[src/rtl/hd44780_timer_bank.sv]
// Bank of independent countdown timers sharing one load bus. Each channel
// emits a registered one-cycle expiry pulse, once or with auto-reload.
`ifndef H4_TIMER_BITS
`define H4_TIMER_BITS 23
`endif

module hd44780_timer_bank #(
  parameter int CHANNELS   = 4,
  parameter int TIMER_BITS = `H4_TIMER_BITS
) (
  input  logic                  CLK_I,
  input  logic                  RST_I,
  input  logic [TIMER_BITS-1:0] DAT_I,
  input  logic [CHANNELS-1:0]   start_strobe,
  input  logic [CHANNELS-1:0]   periodic,
  input  logic [CHANNELS-1:0]   stop_strobe,
  output logic [CHANNELS-1:0]   end_strobe,
  output logic [CHANNELS-1:0]   busy
);

  localparam logic [TIMER_BITS-1:0] ONE = TIMER_BITS'(1);

  // A zero load would never expire, so it is promoted to the shortest delay.
  logic [TIMER_BITS-1:0] load_val;
  assign load_val = (DAT_I == '0) ? ONE : DAT_I;

  genvar gi;
  generate
    for (gi = 0; gi < CHANNELS; gi++) begin : g_chan
      logic [TIMER_BITS-1:0] count_reg, count_next;
      logic [TIMER_BITS-1:0] reload_reg, reload_next;
      logic                  mode_reg, mode_next;
      logic                  busy_reg, busy_next;
      logic                  end_reg, end_next;

      always_comb begin
        count_next  = count_reg;
        reload_next = reload_reg;
        mode_next   = mode_reg;
        busy_next   = busy_reg;
        end_next    = 1'b0;
        // Start takes priority over stop and over any expiry on this edge.
        if (start_strobe[gi]) begin
          count_next  = load_val;
          reload_next = load_val;
          mode_next   = periodic[gi];
          busy_next   = 1'b1;
        end else if (stop_strobe[gi]) begin
          count_next = '0;
          busy_next  = 1'b0;
        end else if (busy_reg) begin
          if (count_reg != ONE) begin
            count_next = count_reg - ONE;
          end else begin
            end_next = 1'b1;
            if (mode_reg) begin
              count_next = reload_reg;
            end else begin
              count_next = '0;
              busy_next  = 1'b0;
            end
          end
        end else begin
          count_next = '0;
        end
      end

      always_ff @(posedge CLK_I) begin
        if (RST_I) begin
          count_reg  <= '0;
          reload_reg <= '0;
          mode_reg   <= 1'b0;
          busy_reg   <= 1'b0;
          end_reg    <= 1'b0;
        end else begin
          count_reg  <= count_next;
          reload_reg <= reload_next;
          mode_reg   <= mode_next;
          busy_reg   <= busy_next;
          end_reg    <= end_next;
        end
      end

      assign end_strobe[gi] = end_reg;
      assign busy[gi]       = busy_reg;
    end
  endgenerate

endmodule
[config.mk]
export PLATFORM = sky130hd
export DESIGN_NAME = hd44780_timer_bank
export DESIGN_NICKNAME = d
export VERILOG_FILES = /design/src/rtl/hd44780_timer_bank.sv
export SDC_FILE = /design/constraint.sdc
export NUM_CORES = 1
export LEC_CHECK = 0
export ABC_AREA = 1
export CAP_MARGIN = 30
export CORE_MARGIN = 2
export CORE_UTILIZATION = 25
export CTS_BUF_LIST = sky130_fd_sc_hd__clkbuf_4
export DETAILED_ROUTE_END_ITERATION = 6
export PLACE_DENSITY = 0.37
export SLEW_MARGIN = 20
export SYNTH_ARGS = -nofsm -noshare
export SYNTH_HDL_FRONTEND = slang
export SYNTH_SLANG_ARGS = --single-unit
[constraint.sdc]
create_clock -name CLK_I -period 1.4 [get_ports CLK_I]
set_clock_uncertainty 0.1 [all_clocks]
set_input_delay 0.28 -clock CLK_I [delete_from_list [all_inputs] [get_ports CLK_I]]
set_output_delay 0.28 -clock CLK_I [all_outputs]
set_load 0.005 [all_outputs]
==> implementation parameters, run 1 <==
Parameter                              Value

Floorplanning
  Total number of placement rows ... 76
  Die Span X ... 212 µm
  Core area ... about 43000 µm²
  Die Height ... between 200 and 250 µm
  Ports ... between 40 and 50
  Initial cell density of the core ... 25.3%
  Area enclosed by the die boundary ... approximately 45000 µm²

Setup path
  Critical Path Sink Type ... register
  Critical-path maximum fanout ... 6
  Critical Path Source Type ... register
  WS Path Type ... reg -> reg
  Required time worst endpoint ... 1840 ps
  Arrival time at the worst endpoint ... 2110 ps

STA
  Final Critical Period ... 1670 ps
  Slew at the pin closest to its max-slew limit ... about 550 ps
  Fmax ... 599 MHz
  Count of endpoints failing setup in the final report ... approximately 110
  Hold violation count in the final report ... 0
  Headroom to the max-slew limit ... 63.4%
  Fin. max-slew vios ... 0
  Post-route setup slack ... -269 ps
  Ratio of final minimum period to clock period ... 119%
  Minimum hold slack ... 81.6 ps
  Setup repair after global routing missed its margin ... yes

Synthesis
  Post-Synthesis Cell Area ... 10900 µm²
  Post-synth top flop ... sky130_fd_sc_hd__dfxtp_1
  Async set or reset register ratio after synthesis ... 0%
  Number of register bits inferred by synthesis ... 196
  Number of enable flip-flop cells after synthesis ... 0
  Share of the synthesized area in the top cell type ... roughly 36%
  Synthesized Nets ... approximately 1700
  Cell types with the highest counts after synthesis ... 493 x sky130_fd_sc_hd__nand2_1, 206 x sky130_fd_sc_hd__a21oi_1, 196 x sky130_fd_sc_hd__dfxtp_1
  Top-count cell post-synth ... sky130_fd_sc_hd__nand2_1
  Sequential element share of the synthesized area ... 36.1%
  YS warnings ... 0
  Synth Instances ... 1679
  Number of library cell types mapped by synthesis ... 31
  Syn Area/Cell ... approximately 6.5 µm²
  Top post-synthesis cells by area ... sky130_fd_sc_hd__dfxtp_1 36%, sky130_fd_sc_hd__nand2_1 17%, sky130_fd_sc_hd__a21oi_1 9.5%
  Top cell type by total area after synthesis ... sky130_fd_sc_hd__dfxtp_1

Route
  DRC violations left ... 0
  Detailed-router iteration count before antenna repair ... 5
  Detailed-route via count ... 11911
  Antenna violation net count after detailed routing ... 0
  Per-cell routed wire length ... 16.7 µm
  Final wirelength ... 43.5 mm
  Detailed Route Iter0 Violations ... roughly 540
  Average vias per placed instance ... about 4.6

GRT
  Met3 track demand over resource ... 3.01%
  Antenna violations before repair ... 2
  Global-route wire length before repair ... 68.1 mm
  Met1 Track Usage GR ... 28.4%
  Number of global-route vias before repair ... 11845
  Overall track demand over capacity in global routing ... between 10% and 20%
  Total grt overflow ... 0
  Most Crowded Layer GR ... met2
  Largest net degree at the start of global routing ... 41
  Routing usage on met2 ... 31.1%

Clock network
  Master cell of the clock root buffer ... sky130_fd_sc_hd__clkbuf_4
  Total number of H-tree levels ... 4
  Clk buf depth ... 2
  Insertion delay to the later sink of the worst-skew pair ... around 670 ps
  TritonCTS clock tree ... done
  TritonCTS buffer count ... 17
  Sink count of the clock tree ... ~200
  Clock transition time at the flip-flop clock pins of the worst setup and hold paths ... 170 ps

Placed design
  Total half-perimeter wirelength after legalization and detailed placement ... 30.8 mm
  Input/output buffers ... between 40 and 50
  Final estimated routing congestion in global placement ... 0.806
  Post-Place Cell Area ... about 14000 µm²

Pwr
  Static leakage ... 7.48 nW
  Power density relative to cell area ... 827 nW/µm²
  Max rail drop VDD ... 0.525 mV

Final layout
  Number of nets in the final layout ... 2051
  # fillers ... between 4000 and 5000
  Area Growth Syn to Fin ... 58.1%
  Cell area after layout ... roughly 17000 µm²
  Share of layout cells above drive strength 1 ... 41.7%

Flow run
  Max-cap violations ... 0

Status
  Failing checks ... setup timing
  Run status ... complete, but fails checks

Hold path
  Worst min-delay path class ... in -> reg
==> final timing paths <==
check | from | to | slack [ps] | cells after the start
max | g_chan[3].count_reg[0] | g_chan[3].count_reg[12] | -270 | 9
min | periodic[3] | g_chan[3].mode_reg | 80 | 3
max reg2reg | g_chan[3].count_reg[0] | g_chan[3].count_reg[12] | -270 | 9
min reg2reg | g_chan[0].reload_reg[14] | g_chan[0].reload_reg[14] | 370 | 2
==> kinds of logic after synthesis <==
logic type	after synthesis	share of synthesized area (%)
AND/OR/NAND/NOR	990	41.2
flip-flops	196	36.1
AO/OA/AOI/OAI	240	11.2
buffers and inverters	219	8.40
adder cells (fa/ha/maj)	8	0.921
XOR/XNOR	26	2.10
==> where the power goes <==
part	internal, W	switching (W)	leakage, nW	total (W)
registers	0.00587	0.000236	1.64	0.00611
clock network	0.00125	0.00224	0.154	0.00349
logic	0.00209	0.00253	5.68	0.00461
total	0.00921	0.00500	7.48	0.0142
==> layer usage <==
layer  up-vias  part of all wire (%)
li1       6103                     -
met1      5609                    50
met2       167                    46
met3        30                   2.8
met4         2                   1.4
met5         -                 0.018
==> timing repair <==
item / in CTS / in global routing
hold buffers: 4 / 0
buffers inserted: 37 / 17
setup endpoints to repair: 108 / 108
endpoints found under the hold margin: 27 / 0
pin swaps: 132 / 126
resized for setup: 384 / 194
cloned: 4 / 2
==> placed cells by master (no fill, tap or decap), types with 9 or more instances in the layout <==
master	synthesis	routed
sky130_fd_sc_hd__a21oi_1	206	146
sky130_fd_sc_hd__a21oi_2	1	56
sky130_fd_sc_hd__buf_12	0	27
sky130_fd_sc_hd__buf_4	9	259
sky130_fd_sc_hd__buf_6	5	53
sky130_fd_sc_hd__clkbuf_4	0	17
sky130_fd_sc_hd__clkdlybuf4s50_1	0	35
sky130_fd_sc_hd__dfxtp_1	196	136
sky130_fd_sc_hd__dfxtp_2	0	46
sky130_fd_sc_hd__dfxtp_4	0	14
sky130_fd_sc_hd__inv_1	126	113
sky130_fd_sc_hd__inv_2	6	12
sky130_fd_sc_hd__nand2_1	493	442
sky130_fd_sc_hd__nand2_2	17	44
sky130_fd_sc_hd__nand2_4	0	23
sky130_fd_sc_hd__nand3_1	142	66
sky130_fd_sc_hd__nand3_2	9	59
sky130_fd_sc_hd__nand3_4	0	26
sky130_fd_sc_hd__nand3b_1	15	15
sky130_fd_sc_hd__nand4_1	66	66
sky130_fd_sc_hd__nor2_1	188	105
sky130_fd_sc_hd__nor2_2	33	43
sky130_fd_sc_hd__nor2_4	13	87
sky130_fd_sc_hd__o21ai_1	20	14
sky130_fd_sc_hd__o21ai_2	0	10
sky130_fd_sc_hd__xnor2_1	12	9
sky130_fd_sc_hd__xor2_1	14	12
==> per-stage QoR <==
step	TNS [ps]	cells	power (W)	utilization, %	worst slack, ps
after floorplan	-833	1679	0.00810	-	-47.9
after global placement	-45460	2518	0.00990	33.4	-619
after detailed placement	-46220	2518	0.00991	33.4	-592
after CTS	-19770	2592	0.0141	37.9	-281
after global routing	-29630	2606	0.0151	40.0	-377
final	-19610	2606	0.0142	40.0	-269
==> layout make-up <==
cell class / count / area [µm²] / share of cell area (%)
Multi-Input combinational cell: 1265 / 7920 / 46.1
Antenna cell: 2 / 5.00 / 0.0291
Inverter: 133 / 517 / 3.01
Timing Repair Buffer: 393 / 3660 / 21.3
Clock inverter: 15 / 178 / 1.03
Tap cell: 585 / 732 / 4.26
Sequential cell: 196 / 4030 / 23.5
Clock buffer: 17 / 128 / 0.743
==> worst max-delay path, stage by stage, from the launching register on <==
cell	delay [ps]
sky130_fd_sc_hd__dfxtp_4	440
sky130_fd_sc_hd__ha_4	180
sky130_fd_sc_hd__nand2_4	60
sky130_fd_sc_hd__nor2_4	140
sky130_fd_sc_hd__nand3_4	150
sky130_fd_sc_hd__buf_8	190
sky130_fd_sc_hd__nor2_1	100
sky130_fd_sc_hd__nor2_1	40
sky130_fd_sc_hd__nand2_1	80
sky130_fd_sc_hd__a21oi_1	50
No activity file was read; power rests on OpenSTA's default activity.
==> inputs of run 2 (changes only) <==
--- a/config.mk
+++ b/config.mk
@@ -12,7 +12,6 @@
 export CTS_BUF_LIST = sky130_fd_sc_hd__clkbuf_4
 export DETAILED_ROUTE_END_ITERATION = 6
 export PLACE_DENSITY = 0.37
-export SLEW_MARGIN = 20
 export SYNTH_ARGS = -nofsm -noshare
 export SYNTH_HDL_FRONTEND = slang
 export SYNTH_SLANG_ARGS = --single-unit
==> results of run 2 <==
Same layout as run 1: the final DEF is identical, and so are final timing and power.
==> inputs of run 3 (changes only) <==
--- a/config.mk
+++ b/config.mk
@@ -11,6 +11,7 @@
 export CORE_UTILIZATION = 25
 export CTS_BUF_LIST = sky130_fd_sc_hd__clkbuf_4
 export DETAILED_ROUTE_END_ITERATION = 6
+export HOLD_SLACK_MARGIN = 0.05
 export PLACE_DENSITY = 0.37
 export SYNTH_ARGS = -nofsm -noshare
 export SYNTH_HDL_FRONTEND = slang
==> run 3 against run 2 <==
Net effect: the flow still finishes with violations (setup timing); non-clock buffer count up 1; clock power about the same; critical path type unchanged; largest power group unchanged; count of clock-buffer cells in the layout unchanged; hold slack better by 140 ps; wire length about the same; critical path depth up 1; first-iteration DRC count up 2.0%; flip-flop and latch count unchanged.
==> implementation parameters, run 3 (same netlist as run 1, synthesis figures left out) <==
Parameter                              Value

Route
  Detailed Route Iter0 Violations ... 553
  DRC violations left ... 0
  Final wirelength ... between 40 and 50 mm
  Average vias per placed instance ... 4.57
  Detailed-route via count ... ~12000
  Detailed-router iteration count before antenna repair ... 5
  Antenna violation net count after detailed routing ... 0
  Per-cell routed wire length ... 16.7 µm

STA
  Count of endpoints failing setup in the final report ... 107
  Slew at the pin closest to its max-slew limit ... 544 ps
  Fin. max-slew vios ... 0
  Ratio of final minimum period to clock period ... 119%
  Post-route setup slack ... -269 ps
  Final-layout setup total negative slack ... -19690 ps
  Minimum hold slack ... 225 ps
  Headroom to the max-slew limit ... 63.7%
  Final Critical Period ... 1670 ps
  Fmax ... 599 MHz
  Setup repair after global routing missed its margin ... yes
  Hold violation count in the final report ... 0

Placed design
  Total half-perimeter wirelength after legalization and detailed placement ... ~30 mm
  Input/output buffers ... 44
  Pre-CTS setup slack ... -592 ps
  Post-Place Cell Area ... 14300 µm²
  Final estimated routing congestion in global placement ... 0.806

Floorplanning
  Area enclosed by the die boundary ... between 40000 and 50000 µm²
  Die Height ... 212 µm
  Total number of placement rows ... 76
  Core area ... 43000 µm²
  Die Span X ... 212 µm
  Ports ... 45
  Initial cell density of the core ... between 20% and 30%

Pwr
  Share of total power in the clock network ... 24.5%
  Switching Fraction ... a little over a third
  Internal power ... 0.00921 W
  Net switching component of the power ... about 0.0050 W
  Total Power Consumption ... 0.0142 W
  Max rail drop VDD ... 0.525 mV
  Static leakage ... 7.48 nW
  Logic pwr share ... 32.5%
  Flop pwr share ... 43.0%
  Power density relative to cell area ... between 800 and 900 nW/µm²

Final layout
  Commonest cells after routing, fill and taps aside ... 442 x sky130_fd_sc_hd__nand2_1, 259 x sky130_fd_sc_hd__buf_4, 146 x sky130_fd_sc_hd__a21oi_1
  Cell area after layout ... 17200 µm²
  Leading cell type in the layout, fill and taps excluded ... sky130_fd_sc_hd__nand2_1
  Area Growth Syn to Fin ... 58.2%
  Share of layout cells above drive strength 1 ... between 40% and 50%
  Number of nets in the final layout ... 2052
  # fillers ... around 4600

Clock network
  Clock transition time at the flip-flop clock pins of the worst setup and hold paths ... 190 ps
  TritonCTS buffer count ... 17
  Master cell of the clock root buffer ... sky130_fd_sc_hd__clkbuf_4
  TritonCTS clock tree ... done
  Sink count of the clock tree ... 196
  Total number of H-tree levels ... 4
  Insertion delay to the later sink of the worst-skew pair ... 670 ps
  Clk buf depth ... 2

GRT
  Global-route wire length before repair ... 68.1 mm
  Number of global-route vias before repair ... 11851
  Total grt overflow ... 0
  Overall track demand over capacity in global routing ... just under 20%
  Largest net degree at the start of global routing ... 41
  Antenna violations before repair ... 2

Setup path
  Arrival time at the worst endpoint ... 2110 ps
  Critical-path maximum fanout ... 6
  Critical Path Source Type ... register
  Required time worst endpoint ... 1840 ps
  Critical Path Sink Type ... register
  WS Path Type ... reg -> reg

Hold path
  Worst min-delay path class ... in -> reg

Status
  Failing checks ... setup timing
  Run status ... complete, but fails checks

Flow run
  Max-cap violations ... 0
run 3: changes by cell type in the layout (fill, tap and decap cells not counted):
cell / previous run / this run
sky130_fd_sc_hd__dlygate4sd3_1: 4 / 5
run 3: metrics by stage:
| stage | std cells | util (%) |
|---|---|---|
| final | 2607 | 40.0 |
| after CTS | 2593 | 38.0 |
| after floorplan | 1679 | - |
| after global placement | 2518 | 33.4 |
| after global routing | 2607 | 40.0 |
| after detailed placement | 2518 | 33.4 |
run 3: final cells by class:
class                      instances  area, µm²  share of cell area, %
antenna                            2       5.00                 0.0291
timing repair buffer             394       3670                   21.4
tap                              585        732                   4.26
clock buffer                      17        128                  0.743
inverter                         133        517                   3.01
sequential                       196       4030                   23.5
multi-input combinational       1265       7920                   46.1
clock inverter                    15        178                   1.03
run 3: path summary, 6_finish.rpt:
kind	startpoint	endpoint	slack, ps	cells after the start
worst min-delay path	start_strobe[2]	g_chan[2].mode_reg	230	4
worst max register to register	g_chan[3].count_reg[1]	g_chan[3].count_reg[12]	-270	10
worst max-delay path	g_chan[3].count_reg[1]	g_chan[3].count_reg[12]	-270	10
worst min register to register	g_chan[1].reload_reg[20]	g_chan[1].reload_reg[20]	370	2
run 3: critical path, cell delays in order, from the launching register on:
cell and delay [ps]:
sky130_fd_sc_hd__dfxtp_2 370, sky130_fd_sc_hd__inv_4 90, sky130_fd_sc_hd__ha_4 170, sky130_fd_sc_hd__nand2_4 60, sky130_fd_sc_hd__nor2_4 140, sky130_fd_sc_hd__nand3_4 150
sky130_fd_sc_hd__buf_8 190, sky130_fd_sc_hd__nor2_1 100, sky130_fd_sc_hd__nor2_1 40, sky130_fd_sc_hd__nand2_1 80, sky130_fd_sc_hd__a21oi_1 50
run 3: metal layers:
metal	vias to the layer above	global-route usage [%]	share of wire (%)	routed length, µm
met2	156	31.1	46	19800
met1	5626	28.4	50	21800
met3	29	3.01	2.8	1230
met4	2	4.58	1.4	609
li1	6103	-	-	-
met5	-	0	0.018	8
run 3: repair_timing:
| action | CTS | global route |
|---|---|---|
| pin swaps | 132 | 126 |
| hold buffers | 5 | 0 |
| endpoints found under the setup margin | 108 | 108 |
| cloned | 4 | 2 |
| hold endpoints to repair | 125 | 0 |
| resized for setup | 384 | 194 |
| setup buffers | 37 | 17 |
run 3: power groups by stage:
stage | sequential, W | combinational [W] | clock (W)
after floorplan | 0.00616 | 0.00194 | 0
after global placement | 0.00620 | 0.00370 | 0
after detailed placement | 0.00620 | 0.00371 | 0
after CTS | 0.00610 | 0.00430 | 0.00368
after global routing | 0.00615 | 0.00502 | 0.00389
final | 0.00611 | 0.00462 | 0.00349
